===== src/rtl/id_ex_skid.sv =====
// ID/EX pipeline register with a one-entry skid buffer so id_ready is registered
// and never depends combinationally on ex_ready. Also counts backpressure cycles.
module id_ex_skid #(
  parameter int unsigned DATA_W   = 32,
  parameter int unsigned ALUOP_W  = 8,
  parameter int unsigned ALUSEL_W = 3,
  parameter int unsigned ADDR_W   = 5,
  parameter int unsigned CNT_W    = 16
) (
  input  logic                clk,
  input  logic                rst,
  input  logic                flush,
  input  logic                id_valid,
  output logic                id_ready,
  input  logic [ALUOP_W-1:0]  id_aluop,
  input  logic [ALUSEL_W-1:0] id_alusel,
  input  logic [DATA_W-1:0]   id_reg1,
  input  logic [DATA_W-1:0]   id_reg2,
  input  logic [DATA_W-1:0]   id_imm,
  input  logic [ADDR_W-1:0]   id_shamt,
  input  logic [ADDR_W-1:0]   id_wd,
  input  logic                id_wreg,
  output logic                ex_valid,
  input  logic                ex_ready,
  output logic [ALUOP_W-1:0]  ex_aluop,
  output logic [ALUSEL_W-1:0] ex_alusel,
  output logic [DATA_W-1:0]   ex_reg1,
  output logic [DATA_W-1:0]   ex_reg2,
  output logic [DATA_W-1:0]   ex_imm,
  output logic [ADDR_W-1:0]   ex_shamt,
  output logic [ADDR_W-1:0]   ex_wd,
  output logic                ex_wreg,
  output logic [CNT_W-1:0]    stall_cnt
);

  localparam int unsigned PW = ALUOP_W + ALUSEL_W + 3 * DATA_W + 2 * ADDR_W + 1;
  localparam logic [CNT_W-1:0] CntMax = '1;

  typedef enum logic [1:0] {StEmpty, StFull, StSkid} state_e;

  state_e        state_q;
  logic [PW-1:0] main_q;
  logic [PW-1:0] skid_q;
  logic [PW-1:0] in_pld;
  logic          accept;
  logic          xfer;

  assign in_pld = {id_aluop, id_alusel, id_reg1, id_reg2, id_imm, id_shamt, id_wd, id_wreg};
  // An all-zero main register is exactly the NOP payload.
  assign {ex_aluop, ex_alusel, ex_reg1, ex_reg2, ex_imm, ex_shamt, ex_wd, ex_wreg} = main_q;

  assign accept = id_valid & id_ready;
  assign xfer   = ex_valid & ex_ready;

  always_ff @(posedge clk) begin
    if (rst) begin
      state_q   <= StEmpty;
      id_ready  <= 1'b1;
      ex_valid  <= 1'b0;
      main_q    <= '0;
      skid_q    <= '0;
      stall_cnt <= '0;
    end else begin
      // Backpressure count survives flush.
      if (ex_valid && !ex_ready && stall_cnt != CntMax) begin
        stall_cnt <= stall_cnt + 1'b1;
      end

      if (flush) begin
        state_q  <= StEmpty;
        id_ready <= 1'b1;
        ex_valid <= 1'b0;
        main_q   <= '0;
        skid_q   <= '0;
      end else begin
        unique case (state_q)
          StEmpty: begin
            if (accept) begin
              main_q   <= in_pld;
              state_q  <= StFull;
              ex_valid <= 1'b1;
            end
          end
          StFull: begin
            if (accept && xfer) begin
              main_q <= in_pld;
            end else if (accept) begin
              skid_q   <= in_pld;
              state_q  <= StSkid;
              id_ready <= 1'b0;
            end else if (xfer) begin
              main_q   <= '0;
              state_q  <= StEmpty;
              ex_valid <= 1'b0;
            end
          end
          StSkid: begin
            if (xfer) begin
              main_q   <= skid_q;
              state_q  <= StFull;
              id_ready <= 1'b1;
            end
          end
          default: begin
            state_q  <= StEmpty;
            id_ready <= 1'b1;
            ex_valid <= 1'b0;
            main_q   <= '0;
          end
        endcase
      end
    end
  end

endmodule

===== config.mk =====
export PLATFORM = sky130hd
export DESIGN_NAME = id_ex_skid
export DESIGN_NICKNAME = d
export VERILOG_FILES = /design/src/rtl/id_ex_skid.sv
export SDC_FILE = /design/constraint.sdc
export NUM_CORES = 1
export LEC_CHECK = 0
export CELL_PAD_IN_SITES_DETAIL_PLACEMENT = 0
export CELL_PAD_IN_SITES_GLOBAL_PLACEMENT = 1
export CORE_ASPECT_RATIO = 1.75
export CORE_MARGIN = 2
export CORE_UTILIZATION = 39
export CTS_CLUSTER_SIZE = 28
export DETAILED_ROUTE_END_ITERATION = 6
export PLACE_DENSITY_LB_ADDON = 0.1
export SYNTH_ARGS = -nofsm -noshare
export SYNTH_HDL_FRONTEND = slang
export SYNTH_SLANG_ARGS = --single-unit

===== constraint.sdc =====
create_clock -name clk -period 4.35 [get_ports clk]
set_clock_uncertainty 0.15 [all_clocks]
set_input_delay 0.435 -clock clk [delete_from_list [all_inputs] [get_ports clk]]
set_output_delay 0.435 -clock clk [all_outputs]
set_load 0.03 [all_outputs]

**Word level (Yosys, flattened, before mapping)**

Index checks and enable logic that the tools add are counted.

- Register bits after elaboration: 256
- Input port bits: 123

- $add $sub $neg: 1
- Eq/ne operators: 12
- Multiplexer cells: 21
- Bitwise operators: 5
- Reductions and logical operators: 11

Operator list:

| cell | count |
|---|---|
| two-way mux 118 bit | 5 |
| one-hot mux 118 bit (3 select lines) | 1 |
| adder 16 x 1 -> 16 bit (second input constant) | 1 |
| inequality test 16 bit (second input constant) | 1 |
| inequality test 2 bit (second input constant) | 6 |
| AND reduction 4 bit | 3 |
| two-way mux 2 bit | 5 |
| inequality test 3 bit (second input constant) | 3 |
| two-way mux 1 bit | 7 |
| one-hot mux 1 bit (3 select lines) | 2 |
| one-hot mux 2 bit (3 select lines) | 1 |
| AND reduction 5 bit | 1 |
| logical AND 1 bit | 3 |
| NOT 1 bit | 3 |
| AND reduction 3 bit | 1 |
| bitwise AND 1 bit | 2 |
| equality test 2 x 1 -> 1 bit (second input constant) | 1 |
| equality test 2 bit (second input constant) | 1 |
| zero test 2 bit | 1 |
| OR reduction 2 bit | 1 |
| zero test 1 bit | 1 |

**Logic depth before layout (Yosys ltp)**

Gate-level depths: netlist of the first run.

- Depth after elaboration: 5
- Mapped depth: 9

**Least setup slack after synthesis of the first run**

Ideal clock, no wire load.

- Path type: register to register
- Start: register ex_valid
- End: register stall_cnt[13]
- Setup time: 135 ps
- Arrival: 1738 ps
- Data required time: 4065 ps
- Setup slack: 2327 ps
- Stages on the path, launching flop included: 6
- Buffers on the path: 1
- Path through: dfxtp_1 > buf_2 > nand4b_1 > or4_1 > o311ai_0 > o41ai_1

- Cells in the longest elaborated chain, start to end: 2

RTL lines:

| item | RTL line | RTL |
|---|---|---|
| start, declared | 23 | `output logic ex_valid,` |
| start signal, assigned | 59 | `ex_valid <= 1'b0;` |
| start signal, assigned | 72 | `ex_valid <= 1'b0;` |
| start signal, assigned | 81 | `ex_valid <= 1'b1;` |
| logical AND 1 bit (2 in series) | 65 | `if (ex_valid && !ex_ready && stall_cnt != CntMax) begin` |
| end signal, assigned | 66 | `stall_cnt <= stall_cnt + 1'b1;` |
| end, declared | 33 | `output logic [CNT_W-1:0] stall_cnt` |

Every way passes these cells.
A chain may end at the register's enable or synchronous reset.

**Worst setup path after layout of the first run**

- Start: input ex_ready
- End: register main_q[21]

- Cells in the longest elaborated chain, start to end: 4
- Elaborated cells on any way between the ends: 8

RTL lines:

| item | RTL line | RTL |
|---|---|---|
| start, declared | 24 | `input logic ex_ready,` |
| bitwise AND 1 bit * | 53 | `assign xfer = ex_valid & ex_ready;` |
| logical AND 1 bit | 85 | `if (accept && xfer) begin` |
| inequality test 3 bit (no line) / two-way mux 118 bit (equally long branches) | -- |  |
| AND reduction 4 bit (no line) / one-hot mux 118 bit (3 select lines) (equally long branches) | -- |  |
| end signal, assigned | 79 | `main_q <= in_pld;` |
| end signal, assigned | 86 | `main_q <= in_pld;` |
| end signal, assigned | 99 | `main_q <= skid_q;` |
| end, declared | 42 | `logic [PW-1:0] main_q;` |

Mark *: on every way between the ends. The rest lies on a longest branch, timed or not.

==> summary.txt, run 1 <==
Clocking
  • CTS Sinks: roughly 260
  • Root buffer cell: clkbuf_16
  • Clock latency on the worst-skew pair: 0.53 ns
  • Setup Fix Bufs, Post-CTS: 0
  • TritonCTS clock tree: done
  • Total number of H-tree levels: 1
  • Num CTS Buffers: 25
  • Clock transition at path regs: ~0.06 ns
  • Maximum buffer depth of the clock tree: 3
  • Hold buffer count at cts: 0
  • Post-CTS Resized: 0

Placed design
  • Gp weighted congestion: around 0.79
  • Port bufs: 258
  • Post-DP HPWL: 17,720 um
  • Placed insts: 1,553

Layout
  • Area delta synth->final: 35.61%
  • Commonest non-fill, non-tap cell in the layout: clkdlybuf4s50_1
  • Seq. cell area: 0.005125 mm2
  • # fillers: around 2,300
  • Layout Nets: about 1,400
  • Area occupied by multi-input gates: roughly 0.0042 mm2
  • Fin cells: ~1,600
  • Finished Core Util: between 50% and 60%
  • Commonest non-fill, non-tap cells in the layout: clkdlybuf4s50_1 (258), dfxtp_1 (256), nand2_1 (250)
  • Fraction of layout cells with a size suffix above 1: between 4 and 5%

Detailed routing
  • Routed Antenna Nets: 0
  • TritonRoute pass-1 iters: 7
  • Initial drt markers: 601
  • Met2 wire len: roughly 15,000 um
  • DR vias/cell: approximately 5.5
  • Uppermost layer routed: met4
  • WL/cell: between 15 and 20 um
  • Final WL: 29,390 um
  • Vias: 8,810
  • Drc violations: 0
  • Metal3 WL: 1899 um
  • Met1 Wirelength: roughly 11,000 um

Pwr
  • Maximum vdd ir drop: ~320 uV
  • PwrDens: ~380 mW/mm2
  • Leak: approximately 4.2 nW

STA
  • Fmax: 405.4 MHz
  • WHS: ~0.30 ns
  • Final setup viols: 0
  • Tcrit/Tclk final: 56.70%
  • Final hold vios: 0
  • Measured slew at the worst slew-check pin: approximately 0.87 ns
  • Setup TNS: 0 ns
  • Fin. max-slew vios: 0
  • Tmin final: roughly 2.5 ns
  • Max transition margin: between 40% and 50%
  • Unrepaired setup endpoints after global routing: no

Global routing
  • Antenna violations before repair: 2
  • Total global routing overflow: 0
  • Vias in the first global route: between 8,000 and 9,000
  • GRT Util Overall: approximately 22%
  • Largest net degree at the start of global routing: 167
  • Wire length of the first global-routing pass: roughly 45,000 um

Logic synthesis
  • Yosys reg bits: about 260
  • Post-synthesis cell count: roughly 1,100
  • Syn Area/Cell: roughly 9 um2
  • Seq/Total Area, Yosys: about 53%
  • Post-synthesis cell area: between 0.009 and 0.01 mm2
  • Synth Warn #: 0
  • Async set-reset flop share out of synthesis: 0%
  • Netlist cell types: 46
  • Predominant post-synthesis flop cell: dfxtp_1
  • Post-synth net total: approximately 1,200
  • Post-synth EDFFs: 0

Critical path
  • Crit start category: input port
  • Worst setup EP type: flop
  • CP max-delay cell: buf_4
  • Arrival time at the worst endpoint: approximately 2.8 ns
  • Worst path max stage delay: 0.62 ns
  • CP cell instances: clkdlybuf4s50_1 > a21boi_2 > nor3_1 > a211oi_4 > buf_4 > o2bb2ai_1
  • Kind of critical path: input port to flop
  • Worst EP required: approximately 4.6 ns
  • CP max FO: 58

Floorplan
  • Initial Util: 39.59%
  • I/O pin total: approximately 260
  • Core ar.: between 0.02 and 0.025 mm2
  • Die Area: around 0.026 mm2
  • Vert. Die Dim: between 200 and 250 um
  • Row count: 76
  • Die X: between 100 and 150 um

Worst hold path
  • Worst Hold Class: flop to flop

Outcome
  • Status: finished clean

Flow run
  • Max-Cap Viols: 0
## synth_stat cells, types with 3 or more instances
| library cell | count | area share [%] |
|---|---|---|
| a22oi_1 | 118 | 9.1 |
| and3_1 | 4 | 0.26 |
| buf_2 | 26 | 1.3 |
| mux2_2 | 3 | 0.35 |
| nand2_1 | 250 | 9.6 |
| and4_1 | 3 | 0.27 |
| dfxtp_1 | 256 | 53 |
| o21ai_0 | 4 | 0.21 |
| nand2b_1 | 4 | 0.26 |
| clkbuf_1 | 62 | 2.4 |
| nand3_1 | 7 | 0.36 |
| inv_1 | 3 | 0.12 |
| a21oi_1 | 129 | 6.6 |
| nor2b_1 | 8 | 0.51 |
| o2bb2ai_1 | 118 | 11 |
| nand4_1 | 3 | 0.19 |
| o311ai_0 | 4 | 0.36 |
| a31oi_1 | 3 | 0.19 |
| nor2_1 | 10 | 0.39 |
| buf_4 | 10 | 0.77 |
| nor3_1 | 8 | 0.41 |
## cell families (layout without fill, tap and decap cells)
logic type / Yosys count / count (layout) / synth area share (%)
AOI/OAI and AO/OA: 392 / 392 / 28.49
adders and majority gates: 1 / 1 / 0.1283
buffers and inverters: 103 / 315 / 4.684
DFF: 256 / 256 / 52.57
muxes: 3 / 3 / 0.3465
other: 0 / 2 / 0
and+or+nand+nor: 316 / 316 / 13.78
## critical path: cells and delay by family
| kind | cells | cell delay, ns |
|---|---|---|
| simple gates | 1 | 0.15 |
| compound gates | 3 | 0.90 |
| buf+inv | 2 | 1.21 |
## stage by stage
stage / cell area (um2) / worst slack, ns / total power [W]
floorplan: 9749 / 2.327 / 0.002754
global placement: 12450 / 1.409 / 0.003028
detailed placement: 12450 / 1.358 / 0.003027
CTS: 13220 / 1.871 / 0.005129
global route: 13220 / 1.727 / 0.005241
finish: 13220 / 1.884 / 0.005062
## flip-flops by register name, summed over array words and instances (netlist names)
| name | count |
|---|---|
| skid_q | 118 |
| stall_cnt | 16 |
| ex_valid | 1 |
| main_q | 118 |
| id_ready | 1 |
| state_q | 2 |
## report_power, final
part	total (W)	switching [W]	internal (W)
Sequential	0.00243	0.0000338	0.00239
Combinational	0.000542	0.000300	0.000243
Clock	0.00209	0.000921	0.00117
Total	0.00506	0.00125	0.00381
## worst paths after layout
check | start | to | slack, ns | cells after the start
worst max register to register | ex_valid | main_q[21] | 1.97 | 5
worst max-delay path | ex_ready | main_q[21] | 1.88 | 6
worst min register to register | skid_q[105] | skid_q[105] | 0.30 | 2
worst min-delay path | skid_q[105] | skid_q[105] | 0.30 | 2
## area by class of cell
class | instances | area share [%]
sequential | 256 | 38.76
multi-input combinational | 712 | 31.84
timing repair buffer | 270 | 20.50
clock buffer | 36 | 5.574
tap | 312 | 2.953
clock inverter | 6 | 0.2555
inverter | 3 | 0.08517
antenna | 2 | 0.03785
## metal layers
layer	up-vias	global-route usage [%]
met5	-	0
met4	0	8.307
met3	53	4.754
met2	238	37.53
met1	4233	25.38
li1	4286	-
Power figures use the tool's default switching activity.
==> inputs of run 2 (changes only) <==
--- a/config.mk
+++ b/config.mk
@@ -9,7 +9,7 @@
 export CELL_PAD_IN_SITES_GLOBAL_PLACEMENT = 1
 export CORE_ASPECT_RATIO = 1.75
 export CORE_MARGIN = 2
-export CORE_UTILIZATION = 39
+export CORE_UTILIZATION = 32
 export CTS_CLUSTER_SIZE = 28
 export DETAILED_ROUTE_END_ITERATION = 6
 export PLACE_DENSITY_LB_ADDON = 0.1
==> constraint.sdc (replaced) <==
create_clock -name clk -period 2.2 [get_ports clk]
set_clock_uncertainty 0.15 [all_clocks]
set_input_delay 0.22 -clock clk [delete_from_list [all_inputs] [get_ports clk]]
set_output_delay 0.22 -clock clk [all_outputs]
set_load 0.03 [all_outputs]
==> summary.txt, run 2 (same netlist as run 1, synthesis figures left out) <==
Flow run
  • Max-Cap Viols: 0 (unchanged)

Clocking
  • Total number of H-tree levels: 1 (unchanged)
  • Clock transition at path regs: 0.07 ns (about the same)
  • Root buffer cell: clkbuf_16
  • Setup Fix Bufs, Post-CTS: 0 (unchanged)
  • Hold buffer count at cts: 0 (unchanged)
  • Clock latency on the worst-skew pair: 0.53 ns (about the same)
  • Maximum buffer depth of the clock tree: 3 (unchanged)
  • Num CTS Buffers: 27 (+8.0%)
  • CTS Sinks: 256 (unchanged)
  • TritonCTS clock tree: done

Critical path
  • Worst setup EP type: output port
  • R2r setup slk: 0.19 ns (-1.78 ns)
  • CP max-delay cell: clkdlybuf4s50_1
  • CP max FO: 8 (-86%)
  • Reg2reg start: ex_valid
  • Worst EP required: 1.83 ns (-2.81 ns)
  • Kind of cell adding the most delay to the critical path: buffers and inverters
  • Worst path max stage delay: 0.69 ns (+0.07 ns)
  • WP buf/inv: 2 (unchanged)
  • Arrival time at the worst endpoint: 1.73 ns (-1.03 ns)
  • R2r endpoint: main_q[54]
  • Kind of critical path: flop to output port
  • CP cell instances: buf_4 > clkdlybuf4s50_1
  • Crit. path cell count: 2 (-4)
  • Reg2Reg Depth: 7 (+2)
  • Crit start category: flop

Floorplan
  • Core ar.: 0.03006 mm2 (+22%)
  • I/O pin total: 259 (unchanged)
  • Die Area: 0.03193 mm2 (+21%)
  • Die X: 135.9 um (+10%)
  • Vert. Die Dim: 234.9 um (+10%)
  • Row count: 84 (+11%)
  • Initial Util: 32.43% (-7.2 points)

Detailed routing
  • Final WL: 31,570 um (+7.4%)
  • WL/cell: 18.40 um (about the same)
  • Drc violations: 0 (unchanged)
  • Initial drt markers: 482 (-20%)
  • DR vias/cell: 5.169 (-6.3%)
  • Vias: 8,870 (+0.68%)
  • Routed Antenna Nets: 0 (unchanged)
  • TritonRoute pass-1 iters: 5 (-2)

STA
  • Final hold vios: 0 (unchanged)
  • Max transition margin: 67.77% (+26 points)
  • Measured slew at the worst slew-check pin: 0.4828 ns (-0.3832 ns)
  • Fin. max-slew vios: 0 (unchanged)
  • Tcrit/Tclk final: between 90 and 100%
  • WHS: 0.1067 ns (-0.1958 ns)
  • Fmax: ~480 MHz
  • Tmin final: approximately 2.1 ns
  • Unrepaired setup endpoints after global routing: no
  • Final setup viols: 0 (unchanged)
  • Setup WS post-layout: 0.1011 ns (-1.783 ns)

Layout
  • Seq. cell area: 0.005125 mm2 (unchanged)
  • Layout Nets: 1,432 (+2.9%)
  • Final Cell Area: 0.01395 mm2 (+5.5%)
  • Finished Core Util: 46.40% (-7.3 points)
  • Top flop regs: main_q: 118 flops, skid_q: 118 flops, stall_cnt: 16 flops
  • Area occupied by multi-input gates: 0.004200 mm2 (-0.21%)
  • Area delta synth->final: 43.07%
  • # fillers: 2,947 (+29%)
  • Commonest non-fill, non-tap cells in the layout: dfxtp_1 (256), clkdlybuf4s50_1 (256), nand2_1 (250)
  • Fraction of layout cells with a size suffix above 1: 8.057% (+3.2 points)

Worst hold path
  • Worst hold path depth: 3 (+1)
  • Worst hold start: id_imm[14]
  • Worst Hold Class: input port to flop
  • Hold Path Sink: skid_q[25]

Global routing
  • Total global routing overflow: 0 (unchanged)
  • GRT Util Overall: 19.35% (-2.2 points)
  • Largest net degree at the start of global routing: 72 (-57%)
  • Vias in the first global route: 8,812 (+4.4%)
  • Antenna violations before repair: 1 (-1)
  • Wire length of the first global-routing pass: 49,640 um (+9.5%)

Pwr
  • PwrDens: 741.3 mW/mm2 (+94%)
  • Overall Power: 0.01034 W (+100%)
  • Leak: 4.523 nW (+7.3%)
  • Maximum vdd ir drop: 569.6 uV (+77%)

Placed design
  • Gp weighted congestion: 0.7733 (-2.6%)
  • Area after DPL: 0.01310 mm2 (+5.3%)
  • Port bufs: 258 (unchanged)
  • Setup WS pre-CTS: -0.02233 ns (-1.380 ns)
  • Post-DP HPWL: 20,630 um (+16%)

Outcome
  • Status: finished clean
run 2: cell count changes in the layout (fill, tap and decap cells not counted):
cell             change
buf_4               +15
nand2_4              +1
clkinv_2             +2
clkinvlp_4           +5
dlymetal6s2s_1       +1
diode_2              -1
clkbuf_16            +2
buf_12              +23
clkdlybuf4s50_1      -2
dlygate4sd2_1        +1
nand2_8              -1
clkbuf_8             -2
run 2: worst register-to-register path, cell delays in order, from the launching register on:
cell,delay [ns]
dfxtp_1,0.62
a21boi_2,0.11
buf_4,0.18
nor3_2,0.18
buf_4,0.19
buf_12,0.20
a22oi_1,0.13
o2bb2ai_1,0.17
run 2: worst max-delay path by stage:
stage	slack, ns	start	end
final	0.10	stall_cnt[2]	stall_cnt[2]
after global routing	0.04	stall_cnt[2]	stall_cnt[2]
after CTS	0.06	id_ready	id_ready
after detailed placement	-0.02	ex_ready	main_q[53]
after global placement	0.03	ex_ready	main_q[56]
after floorplan	0.18	ex_valid	stall_cnt[13]
run 2: report_power, final:
group	total (W)	switching, W	leakage [nW]	internal, W
logic	0.00121	0.000632	2.04	0.000574
clock network	0.00433	0.00190	0.406	0.00243
registers	0.00480	0.0000655	2.07	0.00474
run 2: area by class of cell:
class                   instances  share of cell area [%]
repair buffers                308                   23.55
diodes                          1                 0.01794
inverters                       3                 0.08073
clock buffers                  36                   5.445
clock inverters                13                  0.5831
flip-flops and latches        256                   36.74
multi-input cells             712                   30.11
well taps                     387                   3.471
run 2: timing repair:
| action | CTS | global route |
|---|---|---|
| pin swaps | 0 | 0 |
| gates resized for setup | 1 | 1 |
| setup endpoints to repair | 1 | 1 |
run 2: per-layer routing:
layer,vias to the layer above,wire length (um),GRT usage (%)
met5,-,0,0
met4,0,938,6.503
met3,45,1707,3.797
met2,239,16100,34.02
met1,4232,12830,23.27
li1,4354,-,-
run 2: per-stage QoR:
step,TNS [ns],std cells
floorplan,0,1071
global placement,0,1666
detailed placement,-0.2996,1666
CTS,0,1715
global route,0,1716
finish,0,1716
